[src/rtl/ram_pkg.sv]
// rtl/ram_pkg.sv - shared encodings for the byte-enable dual-port RAM
package ram_pkg;

    typedef enum logic [0:0] {
        ST_CLEAR = 1'b0,
        ST_IDLE  = 1'b1
    } state_t;

    localparam int RDW_READ_FIRST  = 0;
    localparam int RDW_WRITE_FIRST = 1;

endpackage

[src/rtl/ram_be_merge.sv]
// rtl/ram_be_merge.sv - byte-lane merge of a new word over an old word
module ram_be_merge #(
    parameter  int DATA_W = 32,
    parameter  int BYTE_W = 8,
    localparam int NLANE  = DATA_W / BYTE_W
) (
    input  logic [DATA_W-1:0] old_word,
    input  logic [DATA_W-1:0] new_word,
    input  logic [NLANE-1:0]  be,
    output logic [DATA_W-1:0] merged
);

    always_comb begin
        merged = old_word;
        for (int i = 0; i < NLANE; i++) begin
            if (be[i]) begin
                merged[i*BYTE_W +: BYTE_W] = new_word[i*BYTE_W +: BYTE_W];
            end
        end
    end

endmodule

[src/rtl/ram_dp_be_clr.sv]
// rtl/ram_dp_be_clr.sv - simple dual-port RAM with byte enables and post-reset clear sweep
module ram_dp_be_clr
    import ram_pkg::*;
#(
    parameter  int DATA_W     = 32,
    parameter  int ADDR_W     = 6,
    parameter  int BYTE_W     = 8,
    parameter  int RDW_MODE   = 0,
    parameter  int CLR_ON_RST = 1,
    localparam int NLANE      = DATA_W / BYTE_W
) (
    input  logic              clk,
    input  logic              rst,
    input  logic              wr_en,
    input  logic [ADDR_W-1:0] wr_addr,
    input  logic [DATA_W-1:0] wr_data,
    input  logic [NLANE-1:0]  wr_be,
    input  logic              rd_en,
    input  logic [ADDR_W-1:0] rd_addr,
    output logic [DATA_W-1:0] rd_data,
    output logic              rd_valid,
    output logic              busy
);

    localparam int DEPTH = 2 ** ADDR_W;

    logic [DATA_W-1:0] mem [DEPTH];

    state_t            state, state_nxt;
    logic [ADDR_W-1:0] clr_ptr, clr_ptr_nxt;
    logic [DATA_W-1:0] merged;
    logic              collision;

    // One merge serves both paths: on a collision the old word of the
    // write address is the old word of the read address.
    ram_be_merge #(
        .DATA_W(DATA_W),
        .BYTE_W(BYTE_W)
    ) u_merge (
        .old_word(mem[wr_addr]),
        .new_word(wr_data),
        .be      (wr_be),
        .merged  (merged)
    );

    assign busy      = (state == ST_CLEAR);
    assign collision = rd_en && wr_en && (rd_addr == wr_addr);

    always_ff @(posedge clk or posedge rst) begin
        if (rst) begin
            state   <= (CLR_ON_RST != 0) ? ST_CLEAR : ST_IDLE;
            clr_ptr <= '0;
        end else begin
            state   <= state_nxt;
            clr_ptr <= clr_ptr_nxt;
        end
    end

    always_comb begin
        state_nxt   = state;
        clr_ptr_nxt = clr_ptr;
        if (state == ST_CLEAR) begin
            clr_ptr_nxt = clr_ptr + 1'b1;
            if (clr_ptr == {ADDR_W{1'b1}}) begin
                state_nxt = ST_IDLE;
            end
        end
    end

    // Array has no reset; the sweep owns the write port while busy.
    always_ff @(posedge clk) begin
        if (busy) begin
            mem[clr_ptr] <= '0;
        end else if (wr_en) begin
            mem[wr_addr] <= merged;
        end
    end

    always_ff @(posedge clk or posedge rst) begin
        if (rst) begin
            rd_data  <= '0;
            rd_valid <= 1'b0;
        end else if (busy) begin
            rd_valid <= 1'b0;
        end else if (rd_en) begin
            rd_valid <= 1'b1;
            if (RDW_MODE == RDW_WRITE_FIRST && collision) begin
                rd_data <= merged;
            end else begin
                rd_data <= mem[rd_addr];
            end
        end else begin
            rd_valid <= 1'b0;
        end
    end

endmodule

[config.mk]
export PLATFORM = sky130hd
export DESIGN_NAME = ram_dp_be_clr
export DESIGN_NICKNAME = d
export VERILOG_FILES = /design/src/rtl/ram_pkg.sv /design/src/rtl/ram_be_merge.sv /design/src/rtl/ram_dp_be_clr.sv
export SDC_FILE = /design/constraint.sdc
export NUM_CORES = 2
export LEC_CHECK = 0
export ABC_AREA = 0
export CAP_MARGIN = 20
export CORE_ASPECT_RATIO = 0.9
export CORE_MARGIN = 2
export CORE_UTILIZATION = 30
export DETAILED_ROUTE_END_ITERATION = 10
export SYNTH_ARGS = -nofsm -noshare
export SYNTH_HDL_FRONTEND = slang
export SYNTH_SLANG_ARGS = --single-unit
[constraint.sdc]
create_clock -name clk -period 2.5 [get_ports clk]
set_clock_uncertainty 0.05 [all_clocks]
set_input_delay 0.5 -clock clk [delete_from_list [all_inputs] [get_ports clk]]
set_output_delay 0.5 -clock clk [all_outputs]
set_load 0.05 [all_outputs]
==> flow_summary.toml <==
[outcome]
outcome = "finished, final reports clean"

[detailed_routing]
vias = 41370
ant_nets = 0
first_iter_violations = 4350
vias_per_cell = 4.906
drc = 0
wl_per_cell_um = 24.04
drt_wl_total_mm = 202.8
first_pass_iters = 6

[floorplan]
initial_core_util = 0.3019
die_h_um = 496.1
design.die.area_mm2 = 0.2732
coreArea_mm2 = 0.2673
die_x_um = 550.8
rows = 180
io_pins = 86

[yosys]
syn-cell-area_mm2 = 0.08072
synthTopCellsByCount = "edfxtp_1, mux4_2, mux2i_1"
synth_adder_area_share = 0.0001550
syn_avg_cell_area_um2 = 20.40
synth-seq-cells = 2088
yosysSeqAreaShare = 0.7743
syn_inst = 3957
synthArstFlopShare = 0.01916
yosysTopAreaCell = "edfxtp_1"
synth_fp_nets = 4010
synth_xor_area_frac = 0.0005425
yosysMostFrequentCell = "edfxtp_1"
netlist.area_leader.share = 0.7619
synth-edff-count = 2048
muxShareOfSynthArea = 0.1445
synth_cell_type_count = 44
ys_top_cells_by_area = "edfxtp_1, mux4_2, mux2i_1"
ys.warnings.count = 0
yosys.area_share.simple = 0.03330
synth_top_family_by_area = "multiplexers"
synth_compound_area_frac = 0.03221
synth_top_flop_cell = "edfxtp_1"

[critical_path]
cp_top_family = "buffers and inverters"
cp.required_ns = 1.95
cp-end-kind = "output pin"
worst-path-buf-inv = 1
crit_path_max_incr_delay_ns = 0.55
crit_arrival_ns = 1.87
worstSetupPathType = "reg2out"
crit_slowest_cell = "clkdlybuf4s15_1"
path_max_fanout = 2
r2r_setup_slack_ns = 0.11
critPathLaunchType = "flop"
crit_chain = "clkdlybuf4s15_1"

[cts]
path_clk_slew_ns = 0.06
cts-root-buf = "clkbuf_16"
cts_tree = "yes"
cts_buffer_depth = 3
cts.sinks = 2088
cts_setup_buffers = 0
cts_buffers = 202
insertion_delay_ns = 0.85
htree_levels = 4

[finish]
stdcell_count = 8433
drive_gt1_frac = 0.3046
seq_area_mm2 = 0.06250
stdcell_area_mm2 = 0.09889
syn2layout_area_growth_pct = 22.51
final_util = 0.3699
nNetsFinal = 4771
multi_input_area_mm2 = 0.01715
n_fill_cell = 24100

[placement]
place.gp.congestion = 0.7952
io_buffers = 85
dp_slack_ns = -0.6917
dpl.hpwl_mm = 133.5
dpl-instance-area_mm2 = 0.09203
dp_cells = 8062

[global_routing]
grt_max_degree = 65
grt_remaining_overflow = 0
grt_pass1_vias = 42430
grt_pass1_wl_mm = 293.5
antenna_found_initial = 11
grt_usage = 0.1467

[power]
pwr_density_cell_mw_per_mm2 = 719.6
p_leak_nw = 27.73
finalPower_mw = 71.16
ir_drop_v = 0.0006981

[timing]
rsz0062_at_grt = "false"
setup_viol = 0
fin_crit_sh = 0.9681
finalMaxSlewViolations = 0
worst_slew_pin_slew_ns = 1.179
fin_crit_ns = 2.420
setup_ws_ns = 0.07986
hold_viol = 0
fmax_mhz = 413.2
tns_ns = 0
slew_headroom = 0.2121
whs_ns = 0.3190

[flow_run]
maxCapViolCount = 0

[min_path]
hold_class = "in2reg"
registers in the layout, summed over array words and instances, names as in the netlist:
register and flops:
mem 2048, rd_valid 1, rd_data 32, state 1
clr_ptr 6
area by class of cell:
| cell class | instances | area share |
|---|---|---|
| Antenna cell | 2 | 0.00005061 |
| Inverter | 4 | 0.0001518 |
| Timing Repair Buffer | 795 | 0.08041 |
| Tap cell | 3549 | 0.04490 |
| Clock buffer | 233 | 0.05282 |
| Multi-Input combinational cell | 1627 | 0.1734 |
| Sequential cell | 2088 | 0.6320 |
| Clock inverter | 135 | 0.01627 |
what timing repair did:
action / in CTS / in global routing
endpoints found under the hold margin: 37 / 0
hold buffers: 1 / 0
gates resized for setup: 49 / 0
endpoints found under the setup margin: 20 / 0
cells by family (layout without fill, tap and decap cells):
family | after synthesis | in the layout
xor gates and xnor gates | 5 | 5
DFF | 2088 | 2088
muxes | 685 | 685
AOI/OAI and AO/OA | 356 | 356
other | 0 | 2
buffers and inverters | 242 | 1167
and+or+nand+nor | 580 | 580
adders and majority gates | 1 | 1
placed cells by master, fill, tap and decap left out, types with 40 or more instances in the layout:
cell type,synthesis,routed
a211oi_1,62,62
a22oi_1,160,160
buf_12,0,142
buf_4,18,581
clkbuf_16,0,204
clkdlybuf4s50_1,0,48
clkinv_1,0,44
dfrtp_1,40,40
edfxtp_1,2048,2048
mux2i_1,296,296
mux4_2,384,384
nand2_1,93,83
nand3_1,67,67
nor2_1,261,259
o22ai_1,64,64
worst paths after layout:
check | cells past startpoint | to | from
worst max-delay path | 1 | rd_data[8] | rd_data[8]$_DFFE_PP0P_
worst min-delay path | 4 | rd_valid$_DFF_PP0_ | rd_en
worst max register to register | 8 | rd_data[1]$_DFFE_PP0P_ | state$_DFF_PP0_
worst min register to register | 1 | clr_ptr[2]$_DFFE_PP0N_ | clr_ptr[2]$_DFFE_PP0N_
max in group asynchronous | 4 | rd_data[23]$_DFFE_PP0P_ | rst
min in group asynchronous | 4 | clr_ptr[1]$_DFFE_PP0N_ | rst
layer usage:
| metal | global-route usage | vias to the layer above | routed length (um) |
|---|---|---|---|
| li1 | - | 17890 | - |
| met1 | 0.1931 | 21800 | 82860 |
| met2 | 0.2505 | 1383 | 102100 |
| met3 | 0.02180 | 301 | 11740 |
| met4 | 0.04456 | 4 | 6099 |
| met5 | 0 | - | 17 |
report_power, final:
part           internal, mW  switching [mW]  total [mW]
logic                 0.858            1.07        1.93
clock network          18.4            13.0        31.4
registers              37.8               0        37.8
total                  57.1            14.1        71.2
tightest hold or removal path, stage by stage:
cell and delay [ns]:
clkdlybuf4s50_1 0.42, nand2_2 0.08, inv_1 0.05, buf_4 0.12
No activity file was read; power rests on OpenSTA's default activity.
